File: src/rtl/aud_recorder.sv
// Audio recorder: captures the left channel of an I2S ADC stream into
// consecutive storage words under start / pause / resume / stop control.
module aud_recorder #(
    parameter int DATA_W = 16,
    parameter int ADDR_W = 20
) (
    input  logic              i_bclk,
    input  logic              i_rst_n,
    input  logic              i_lrc,
    input  logic              i_start,
    input  logic              i_pause,
    input  logic              i_stop,
    input  logic              i_data,
    output logic [ADDR_W-1:0] o_address,
    output logic [DATA_W-1:0] o_data,
    output logic              o_valid,
    output logic              o_done
);
    localparam int                CNT_W    = (DATA_W > 1) ? $clog2(DATA_W) : 1;
    localparam logic [CNT_W-1:0]  CNT_LAST = CNT_W'(DATA_W - 1);
    localparam logic [ADDR_W-1:0] PTR_MAX  = '1;

    typedef enum logic [2:0] {IDLE, WAIT, SHIFT, STORE, PAUSED} state_t;

    state_t            state;
    logic              lrc_prev;
    logic              pause_pend;
    logic              lfs;
    logic [CNT_W-1:0]  bit_cnt;
    logic [DATA_W-1:0] shift_reg;
    logic [ADDR_W-1:0] ptr;

    // Left-frame start: LR clock falling from right to left channel.
    assign lfs       = lrc_prev & ~i_lrc;
    assign o_address = ptr;

    always_ff @(posedge i_bclk or negedge i_rst_n) begin
        if (!i_rst_n) begin
            state      <= IDLE;
            lrc_prev   <= 1'b0;
            pause_pend <= 1'b0;
            bit_cnt    <= '0;
            // NOTE: the shift register and data output are reset as well so a
            // word cut short by reset can never leak out as a later sample.
            shift_reg  <= '0;
            ptr        <= '0;
            o_data     <= '0;
            o_valid    <= 1'b0;
            o_done     <= 1'b0;
        end else begin
            // NOTE: non-blocking throughout, so every branch below sees the
            // pre-edge values of state, counter and pointer.
            lrc_prev <= i_lrc;
            o_valid  <= 1'b0;
            o_done   <= 1'b0;

            case (state)
                IDLE: begin
                    if (i_start && !i_pause && !i_stop) begin
                        state <= WAIT;
                        ptr   <= '0;
                    end
                end

                WAIT: begin
                    if (i_stop) begin
                        state  <= IDLE;
                        o_done <= 1'b1;
                    end else if (i_pause) begin
                        state <= PAUSED;
                    end else if (lfs) begin
                        // The bit at the LFS edge belongs to the previous slot.
                        state   <= SHIFT;
                        bit_cnt <= '0;
                    end
                end

                SHIFT: begin
                    if (i_stop) begin
                        state      <= IDLE;
                        o_done     <= 1'b1;
                        pause_pend <= 1'b0;
                    end else begin
                        shift_reg <= {shift_reg[DATA_W-2:0], i_data};
                        bit_cnt   <= bit_cnt + 1'b1;
                        if (i_pause) pause_pend <= 1'b1;
                        if (bit_cnt == CNT_LAST) begin
                            o_data  <= {shift_reg[DATA_W-2:0], i_data};
                            o_valid <= 1'b1;
                            state   <= STORE;
                        end
                    end
                end

                STORE: begin
                    if (ptr == PTR_MAX) begin
                        state      <= IDLE;
                        o_done     <= 1'b1;
                        pause_pend <= 1'b0;
                    end else begin
                        ptr <= ptr + 1'b1;
                        if (i_stop) begin
                            state      <= IDLE;
                            o_done     <= 1'b1;
                            pause_pend <= 1'b0;
                        end else if (pause_pend || i_pause) begin
                            state      <= PAUSED;
                            pause_pend <= 1'b0;
                        end else begin
                            state <= WAIT;
                        end
                    end
                end

                PAUSED: begin
                    if (i_stop) begin
                        state  <= IDLE;
                        o_done <= 1'b1;
                    end else if (i_start && !i_pause) begin
                        state <= WAIT;
                    end
                end

                default: state <= IDLE;
            endcase
        end
    end
endmodule
File: config.mk
export PLATFORM = sky130hd
export DESIGN_NAME = aud_recorder
export DESIGN_NICKNAME = d
export VERILOG_FILES = /design/src/rtl/aud_recorder.sv
export SDC_FILE = /design/constraint.sdc
export NUM_CORES = 1
export LEC_CHECK = 0
export CORE_MARGIN = 5
export CORE_UTILIZATION = 46
export CTS_CLUSTER_SIZE = 10
export DETAILED_ROUTE_END_ITERATION = 10
export PLACE_DENSITY = 0.74
export SLEW_MARGIN = 0
export SYNTH_ARGS = -nofsm -noshare
export SYNTH_HDL_FRONTEND = slang
export SYNTH_SLANG_ARGS = --single-unit
File: constraint.sdc
create_clock -name i_bclk -period 2.4 [get_ports i_bclk]
set_input_delay 0.24 -clock i_bclk [delete_from_list [all_inputs] [get_ports i_bclk]]
set_output_delay 0.24 -clock i_bclk [all_outputs]
set_load 0.02 [all_outputs]
# After elaboration in Yosys (flattened, before gate mapping)

Index checks and enable logic that the tools add are counted.
Widths: inputs -> output; s select.

Eq/ne operators: 17
Reduce and logical (&&, ||, !) cells: 16
Bitwise operators: 3
Add/subtract/negate cells: 2
Multiplexer cells: 32

Operators with widths:

| operator              | count |
|---|---|
| $mux 20               | 2 |
| $pmux 20 s2           | 1 |
| $mux 3                | 11 |
| $add 20x1->20 const B | 1 |
| $eq 20x20->1 const B  | 1 |
| $mux 4                | 4 |
| $pmux 3 s5            | 1 |
| $ne 2x2->1 const B    | 6 |
| $mux 1                | 10 |
| $ne 3x3->1 const B    | 3 |
| $reduce_and 3->1      | 3 |
| $ne 4x4->1 const B    | 2 |
| $pmux 4 s2            | 1 |
| $eq 3x2->1 const B    | 2 |
| $reduce_bool 2->1     | 3 |
| $reduce_and 5->1      | 1 |
| $add 4x1->4 const B   | 1 |
| $eq 4x4->1 const B    | 1 |
| $pmux 1 s2            | 2 |
| $reduce_and 4->1      | 1 |
| $eq 3x1->1 const B    | 1 |
| $eq 3x3->1 const B    | 1 |
| $logic_not 3->1       | 1 |
| $reduce_or 3->1       | 1 |
| other kinds (6)       | 9 |

Bits of input ports: 7
Flip-flop bits (word level): 62

# Depth between registers and ports, before layout

Gate-level depths: netlist of the first run.

Word-level depth: 6
Gate-level depth with buffers: 7
Depth with buffers taken out: 5

# Worst setup path after synthesis of the first run

Ideal clock, no wire load.

Kind: register to register
Start point: reg ptr[0] (netlist: o_address[0])
End point: reg ptr[12] (netlist: o_address[12])
Setup slack: 0.434 ns
Arrival time: 1.888 ns
Library setup time: 0.078 ns
Cell stages (with the launch flop): 7
Required time: 2.322 ns
Path through: dfrtp_1 ha_1 and2_1 clkbuf_1 nand4_4 or4_2 a21oi_1

Longest elaborated chain between the ends: 3
Elaborated cells on any way between the ends: 6
Classes of those cells: add/sub: 1; eq/ne: 2; mux: 2; reduce/logical: 1

Ends and longest elaborated chain:

| item                                                   | line    | text |
|---|---|---|
| start: declaration                                     | 31      | `logic [ADDR_W-1:0] ptr;` |
| start signal: assignment                               | 101     | `ptr <= ptr + 1'b1;` |
| $add 20x1->20 / $eq 20x20->1 (equally long branches)   | 101, 96 |  |
| $mux 20 / $ne 2x2->1 (equally long branches)           | -       |  |
| $pmux 20 s2 / $reduce_and 3->1 (equally long branches) | -       |  |

Parallel ways exist; a longest one is shown, timed or not. The select of a mux whose other input is x is not followed.
A chain may end at the register's enable or synchronous reset.

# Worst setup path after layout of the first run

Start point: reg ptr[14] (netlist: o_address[14])
End point: reg ptr[2] (netlist: o_address[2])

Longest elaborated chain between the ends: 3

Ends and longest elaborated chain:

| item                       | line | text |
|---|---|---|
| $eq 20x20->1               | 96   | `if (ptr == PTR_MAX) begin` |
| $ne 2x2->1 (no line)       | -    |  |
| $reduce_and 3->1 (no line) | -    |  |

No other way between the ends.

==> results of run 1 <==
-- path summary, 6_finish.rpt --
kind | endpoint | slack [ns] | cells after the start
max | o_address[2] | 0.33 | 5
min in group i_bclk | lrc_prev | 0.41 | 1
min | o_done | 0.38 | 2
max in group asynchronous | o_data[14] | 1.36 | 3
min reg2reg | o_address[6] | 0.51 | 1
max reg2reg | o_address[2] | 0.33 | 5
-- power groups by stage --
stage	sequential, µW	clock (µW)	combinational, µW
floorplan	1200	0	178
global placement	1210	0	289
detailed placement	1210	0	296
CTS	1190	973	299
global route	1200	1020	331
finish	1190	958	295
-- routing by layer --
| layer | wire, µm | vias to the layer above | track usage [%] |
|---|---|---|---|
| met3 | 397 | 11 | 5.083 |
| met2 | 2932 | 54 | 25.06 |
| met1 | 2950 | 1103 | 22.06 |
| li1 | - | 1092 | - |
| met4 | 114 | 0 | 6.452 |
| met5 | 0 | - | 0 |
-- final cells by class --
cell class / instances / area share (%)
clock buffer: 12 / 4.412
clock inverter: 3 / 1.136
inverter: 5 / 0.5013
multi-input combinational: 183 / 36.03
sequential: 62 / 41.44
tap: 77 / 2.574
timing repair buffer: 55 / 13.90
-- Yosys cell counts (2+ instances only) --
cell | instances | area share, %
a21oi_1 | 18 | 3.0
nand4_1 | 6 | 1.3
clkbuf_1 | 9 | 1.1
mux2i_1 | 9 | 3.0
o31ai_1 | 8 | 2.0
a22oi_1 | 2 | 0.50
and2_1 | 5 | 1.0
nand2b_1 | 7 | 1.5
inv_1 | 5 | 0.63
o21ai_0 | 5 | 0.84
or4_1 | 9 | 2.3
nor2_1 | 8 | 1.0
mux2_2 | 31 | 12
buf_2 | 5 | 0.84
nand4_4 | 2 | 1.4
nand2_1 | 20 | 2.5
a22o_1 | 3 | 0.88
dfrtp_1 | 62 | 52
nor4_1 | 4 | 0.84
nor3_1 | 3 | 0.50
nand3_1 | 10 | 1.7
o21a_1 | 2 | 0.50
ha_1 | 2 | 0.84
and3_1 | 2 | 0.42
a211oi_1 | 2 | 0.50
-- kinds of logic (layout without fill, tap and decap cells) --
family | after synthesis | count (layout)
flip-flops | 62 | 62
buffers and inverters | 21 | 75
multiplexers | 40 | 40
AND/OR/NAND/NOR | 89 | 89
adder cells (fa/ha/maj) | 3 | 3
AO/OA/AOI/OAI | 51 | 51
-- critical path: stages, from the launching register on --
cell,delay (ns)
dfrtp_1,0.43
nand4_1,0.26
nor4_1,0.67
buf_4,0.27
a21oi_1,0.09
a211oi_1,0.25
-- through the flow --
step / instance area, µm² / worst slack, ns / hold WS (ns) / util, %
floorplan: 2989 / 0.4335 / -0.05559 / -
global placement: 3526 / 0.4419 / 0.2205 / 55.53
detailed placement: 3526 / 0.3575 / 0.2250 / 55.53
CTS: 3744 / 0.3225 / 0.4026 / 58.96
global route: 3744 / 0.1652 / 0.4120 / 58.96
finish: 3744 / 0.3344 / 0.3791 / 58.96
==> reports/metrics.yaml, run 1 <==
run_status:
  status: "complete, no violations"
cells_and_area:
  fin_nets: 325
  drive_above_1_share_pct: 20.63
  largest_reg_flops: 20
  area_growth_pct: 25.24
  seq_area_um2: 1551
  final_common_cell: "dfrtp_1"
  most-common-layout-cells: "62 x dfrtp_1, 43 x clkdlybuf4s50_1, 31 x mux2_2"
  multiInputGateArea_um2: 1349
  fill_cells: 530
  fin_cells: 397
  diodes: 0
detailed_routing:
  drt_iter0_markers: 80
  ant_nets: 0
  drc: 0
  drtPass1Iterations: 4
  dr_total_vias: 2260
  drt-total-wl_mm: 6.395
  wl_per_cell_um: 16.11
  vias_per_cell: 5.693
die:
  die_y_um: 90.61
  placeableCoreArea_um2: 6350
  dieWidth_um: 90.61
  rows: 29
  ios: 45
  die-area_um2: 8210
  start_util_pct: 47.07
setup_path:
  r2r-start: "o_address[14]"
  arrival_ns: 2.31
  start_kind: "flip-flop"
  end_kind: "flip-flop"
  cp_max_fo: 8
  required_ns: 2.64
  crit_type: "flip-flop to flip-flop"
  cp-startpoint: "o_address[14]"
synthesis:
  synth_warnings: 0
  synthCells: 266
  yosys.area_share.simple_pct: 18.12
  synth_area_per_cell_um2: 11.24
  synth_top_family_by_area: "simple AND/OR/NAND/NOR gates"
  synth_nets: 275
  ys_types: 52
  async_reset_ff_share_pct: 100.0
  yosysSeqAreaShare_pct: 51.90
  synthAdderAreaFrac_pct: 1.172
  muxShareOfSynthArea_pct: 14.69
  synth_edf_count: 0
  synth-main-ff-cell: "dfrtp_1"
  ys_ff_latch: 62
  syn-cell-area_um2: 2989
  synth_compound_area_share_pct: 11.13
  synth_xor_area_share_pct: 0
cts:
  cts_setup_buffers: 0
  cts-hold-fix-buffers: 1
  ctsRootBufferMaster: "clkbuf_8"
  cts_tree: "yes"
  htree_levels: 3
  path_clk_slew_ns: 0.07
  ctsResizeCount: 0
  clk_path_buf_depth: 2
  cts.sinks: 62
  worstSkewPairLatency_ns: 0.34
  cts_buffers: 9
pwr:
  combPwrFrac_pct: 12.1
  p_leak_uw: 0.001644
  pwr-share-seq_pct: 48.7
  internal_power_uw: 1809
  ir_drop_mv: 0.4049
  p_clk_share_pct: 39.2
  p_total_uw: 2444
  p_sw_uw: 635.0
  power_per_cell_area_nw_per_um2: 652.8
  switching_share_pct: 25.99
job:
  maxCapViolCount: 0
global_routing:
  grt_pass1_vias: 2313
  grt_max_degree: 24
  grt_overflow: 0
  antenna_found_initial: 0
  grt_use_total_pct: 16.52
  grt_pass1_wl_mm: 11.08
sta:
  max_freq_ghz: 0.4841
  worst_slew_pin_slew_ns: 0.7059
  relSlewSlack_pct: 52.51
  fin_tns_setup_ns: 0
  period_minus_slack_ns: 2.066
  finalSetupViolCount: 0
  finalClockSkew_ns: 0.004288
  slew_viol_final: 0
  finalHoldViolCount: 0
  period_share_pct: 86.07
  rsz0062_at_grt: "false"
placement:
  numPortBuffers: 44
  gp_congestion: 0.7657
  dp.cells: 381
  hpwl_mm: 4.444
worst_hold_path:
  hp-class: "primary input to async pin"
(Power assumes the default switching activity.)
==> run 2: changes to the inputs <==
Settings changed: ABC_AREA set to 1, PLACE_DENSITY 0.74 to 0.73.
Clock period 2.4 ns to 2.3 ns, I/O delays scaled along.
==> reports/metrics.yaml, run 2 <==
synthesis:
  syn-cell-area_um2: 3034
  synth_top_area_share_pct: 51.13
  synth_nets: 391
  synth_most_common_cell: "nand2_1"
  async_reset_ff_share_pct: 100.0
  synth_top_area_cell: "dfrtp_1"
  synth-main-ff-cell: "dfrtp_1"
  yosysSeqAreaShare_pct: 51.13
  synth_warnings: 0
  synth_edf_count: 0
  ys_ff_latch: 62
  synthCells: 382
  synth_commonest_cells: "110 x nand2_1, 62 x dfrtp_1, 42 x inv_1"
  ys_types: 28
  synth_area_per_cell_um2: 7.943
  synth_area_leaders: "dfrtp_1 51%, nand2_1 14%, o21ai_0 6.3%"
setup_path:
  end_kind: "flip-flop"
  arrival_ns: 2.28
  start_kind: "flip-flop"
  required_ns: 2.51
  r2r_cells: 10
  r2r-end: "o_address[3]"
  r2r_slack_ns: 0.23
  crit_type: "flip-flop to flip-flop"
  r2r-start: "o_address[0]"
  cp_max_fo: 13
cts:
  cts-hold-fix-buffers: 0
  cts_setup_buffers: 0
  cts_buffers: 9
  clk_path_buf_depth: 2
  worstSkewPairLatency_ns: 0.35
  path_clk_slew_ns: 0.07
  cts_tree: "yes"
  cts.sinks: 62
  htree_levels: 3
  ctsRootBufferMaster: "clkbuf_8"
  ctsResizeCount: 0
detailed_routing:
  wl_per_cell_um: 13.04
  drt_iter0_markers: 201
  drc: 0
  vias_per_cell: 5.045
  drt-total-wl_mm: 6.691
  ant_nets: 0
  drtPass1Iterations: 4
  dr_total_vias: 2588
sta:
  slew_viol_final: 0
  finalClockSkew_ns: 0.008153
  period_share_pct: 89.95
  max_freq_ghz: 0.4833
  worst_slew_pin_slew_ns: 0.8711
  relSlewSlack_pct: 41.93
  finalHoldViolCount: 0
  rsz0062_at_grt: "false"
  finalSetupViolCount: 0
  fin_ws_ns: 0.2311
  period_minus_slack_ns: 2.069
  fin_tns_setup_ns: 0
global_routing:
  grt_max_degree: 39
  grt_pass1_wl_mm: 12.08
  grt_pass1_vias: 2678
  antenna_found_initial: 0
  grt_overflow: 0
  grt_use_total_pct: 17.61
job:
  maxCapViolCount: 0
cells_and_area:
  final_common_cell: "nand2_1"
  fill_cells: 580
  fin_nets: 440
  largest_reg_flops: 20
  drive_above_1_share_pct: 8.716
  most-common-layout-cells: "110 x nand2_1, 62 x dfrtp_1, 43 x clkdlybuf4s50_1"
  area_growth_pct: 24.37
  diodes: 0
die:
  placeableCoreArea_um2: 6386
  start_util_pct: 47.51
  dieWidth_um: 91.22
  die-area_um2: 8320
  die_y_um: 91.22
  rows: 29
  ios: 45
pwr:
  ir_drop_mv: 0.4265
  p_total_uw: 2913
  p_leak_uw: 0.001623
  power_per_cell_area_nw_per_um2: 771.8
worst_hold_path:
  hp-class: "primary input to async pin"
placement:
  hpwl_mm: 4.728
  pre_cts_slack_ns: 0.2862
  numPortBuffers: 44
  gp_congestion: 0.9011
run_status:
  status: "complete, no violations"
run 2: cell count changes in the layout (fill, tap and decap cells not counted), sizes merged, moves of 7 or more:
| cell | delta |
|---|---|
| nand3 | +16 |
| inv | +39 |
| nand2b | -7 |
| a21oi | -12 |
| or4 | -11 |
| o21ai | +44 |
| mux2 | -31 |
| o31ai | -8 |
| nor2 | +31 |
| mux2i | -9 |
| nand2 | +98 |
run 2: logic make-up after synthesis:
| logic type | after synthesis | synth area share (%) |
|---|---|---|
| flip-flops | 62 | 51.13 |
| adder cells (fa/ha/maj) | 2 | 0.8246 |
| buffers and inverters | 53 | 7.175 |
| XOR/XNOR | 8 | 2.309 |
| AO/OA/AOI/OAI | 61 | 10.80 |
| AND/OR/NAND/NOR | 196 | 27.75 |
run 2: cell type report:
class | count | area [µm²] | area share [%]
sequential | 62 | 1551 | 41.11
multi-input combinational | 267 | 1265 | 33.52
timing repair buffer | 48 | 478.0 | 12.67
inverter | 43 | 161.4 | 4.277
clock buffer | 9 | 123.9 | 3.282
clock inverter | 7 | 97.59 | 2.586
tap | 77 | 96.34 | 2.553
run 2: power by group:
part | internal, µW | switching, µW
logic | 207 | 298
clock network | 613 | 457
registers | 1200 | 136
run 2: worst max-delay path by stage:
stage | from | to | cells past startpoint
final | o_address[0] | o_address[3] | 10
after CTS | o_address[0] | o_address[2] | 9
after detailed placement | o_address[0] | o_address[3] | 10
after floorplan | o_address[0] | o_address[15] | 9
after global routing | o_address[0] | o_address[2] | 9
after global placement | o_address[0] | o_address[3] | 10
run 2: metrics by stage:
stage	hold WS [ns]	cell area [µm²]	utilization (%)	instances
after floorplan	-0.06559	3034	-	382
after global placement	0.4003	3552	55.62	497
after detailed placement	0.4020	3552	55.62	497
after CTS	0.02313	3774	59.09	513
after global routing	0.07945	3774	59.09	513
final	0.002073	3774	59.09	513
run 2: critical path, cell delays in order (launching register included):
cell,delay [ns]
dfrtp_1,0.51
ha_1,0.28
nand2_2,0.08
nor2_2,0.15
nand2_2,0.12
inv_1,0.08
nand3b_1,0.12
nand2_1,0.09
nand2_1,0.28
nand2_1,0.13
o21ai_0,0.08
run 2: routing by layer:
metal	track usage [%]	vias to the layer above	part of all wire [%]
met2	28.49	63	47
met4	6.968	0	1.5
met5	0	-	0
met1	22.32	1197	46
met3	4.959	11	5.2
li1	-	1317	-
==> run 3: changes to the inputs <==
Settings changed: CORE_MARGIN 5 to 4, REMOVE_ABC_BUFFERS set to 1.
==> reports/metrics.yaml, run 3 (synthesized netlist as in run 2, its figures left out) <==
run_status:
  status: "complete, no violations"
setup_path:
  r2r_cells: 8
  worstSetupEndpoint: "o_address[19]"
  crit_type: "flip-flop to flip-flop"
  crit_buf_inv: 0
  cp-startpoint: "o_address[0]"
  start_kind: "flip-flop"
  required_ns: 2.51
  critPathSlowestCell: "dfrtp_1"
  arrival_ns: 2.21
  crit_cells: 8
  r2r_slack_ns: 0.30
  path_cells: "ha_1, nand2_2, nor2_2, nand2_2, nor2_4, nand2_2, o21ai_4, o21ai_0"
  critPathTopFamily: "simple AND/OR/NAND/NOR gates"
  r2r-end: "o_address[19]"
  slowest_delay_ns: 0.50
  cpMostUsedCell: "nand2_2"
  cp_max_fo: 16
  end_kind: "flip-flop"
  r2r-start: "o_address[0]"
cts:
  cts_tree: "yes"
  cts_setup_buffers: 0
  cts.sinks: 62
  path_clk_slew_ns: 0.07
  clk_path_buf_depth: 2
  htree_levels: 3
  ctsRootBufferMaster: "clkbuf_8"
  worstSkewPairLatency_ns: 0.35
  cts_buffers: 9
sta:
  slew_viol_final: 0
  worst_slew_pin_slew_ns: 0.7113
  period_minus_slack_ns: 1.996
  finalClockSkew_ns: 0.01105
  fin_tns_setup_ns: 0
  finalHoldViolCount: 0
  period_share_pct: 86.78
  rsz0062_at_grt: "false"
  finalSetupViolCount: 0
  relSlewSlack_pct: 52.58
  max_freq_ghz: 0.5010
cells_and_area:
  diodes: 0
  area_growth_pct: 23.96
  fin_nets: 440
  drive_above_1_share_pct: 8.716
  fill_cells: 554
  final_common_cell: "nand2_1"
  final_util_pct: 58.89
  largest_reg_flops: 20
  most-common-layout-cells: "109 x nand2_1, 62 x dfrtp_1, 43 x clkdlybuf4s50_1"
pwr:
  p_leak_uw: 0.001613
  ir_drop_mv: 0.3980
  power_per_cell_area_nw_per_um2: 752.4
die:
  placeableCoreArea_um2: 6386
  die_y_um: 89.22
  die-area_um2: 7959
  rows: 29
  start_util_pct: 47.51
  ios: 45
  dieWidth_um: 89.22
placement:
  hpwl_mm: 4.748
  numPortBuffers: 44
  gp_congestion: 0.9154
detailed_routing:
  wl_per_cell_um: 12.97
  vias_per_cell: 5.072
  ant_nets: 0
  drt_iter0_markers: 167
  drc: 0
  drtPass1Iterations: 5
  dr_total_vias: 2602
  drt-total-wl_mm: 6.655
worst_hold_path:
  min_from: "i_lrc"
  hp-class: "primary input to flip-flop"
global_routing:
  antenna_found_initial: 0
  grt_overflow: 0
  grt_pass1_wl_mm: 11.89
  grt_use_total_pct: 19.28
  grt_max_degree: 33
  grt_pass1_vias: 2591
job:
  maxCapViolCount: 0
## run 3: changes by cell type in the layout (fill, tap and decap cells not counted)
cell | previous run | this run
nand2_1 | 110 | 109
buf_4 | 3 | 2
nand2_2 | 8 | 9
inv_6 | 1 | 3
bufinv_16 | 2 | 1
dlygate4sd3_1 | 0 | 1
clkinv_2 | 1 | 0
## run 3: stage by stage
| stage | std cells | worst slack [ns] | hold slack [ns] | power [µW] | instance area, µm² |
|---|---|---|---|---|---|
| floorplan | 372 | 0.4508 | -0.06559 | 1629 | 2978 |
| global placement | 496 | 0.4159 | 0.3163 | 1843 | 3545 |
| detailed placement | 496 | 0.2757 | 0.3293 | 1868 | 3545 |
| CTS | 513 | 0.2546 | 0.3509 | 2857 | 3759 |
| global route | 513 | 0.03338 | 0.3734 | 3008 | 3761 |
| finish | 513 | 0.3042 | 0.3616 | 2830 | 3761 |
## run 3: how the worst min path moves through the flow
stage | endpoint | slack (ns) | cells past startpoint
detailed placement | o_address[13] | 0.33 | 1
global placement | o_address[13] | 0.32 | 1
CTS | lrc_prev | 0.35 | 1
finish | lrc_prev | 0.36 | 1
floorplan | bit_cnt[0] | -0.07 | 0
global route | lrc_prev | 0.37 | 1
## run 3: routing by layer
metal / up-vias / track usage (%) / share of wire, %
li1: 1306 / - / -
met1: 1188 / 26.42 / 46
met2: 90 / 28.87 / 45
met3: 18 / 3.963 / 6.4
met4: 0 / 10.01 / 2.7
met5: - / 0 / 0
## run 3: report_power, final
part           leakage [µW]  switching (µW)  internal, µW
clock             0.0000968             466           512
sequential         0.000854             134          1200
combinational      0.000662             306           210
total               0.00161             905          1920
## run 3: repair_timing
item	CTS	global route
resized for setup	0	1
endpoints found under the hold margin	30	0
hold buffers	1	0
setup endpoints to repair	0	2
## run 3: area by class of cell
cell class | instances | area [µm²] | share of cell area [%]
Tap cell | 77 | 96.34 | 2.562
Clock inverter | 7 | 80.08 | 2.129
Multi-Input combinational cell | 267 | 1267 | 33.70
Timing Repair Buffer | 48 | 480.5 | 12.77
Sequential cell | 62 | 1551 | 41.25
Clock buffer | 9 | 123.9 | 3.293
Inverter | 43 | 161.4 | 4.291
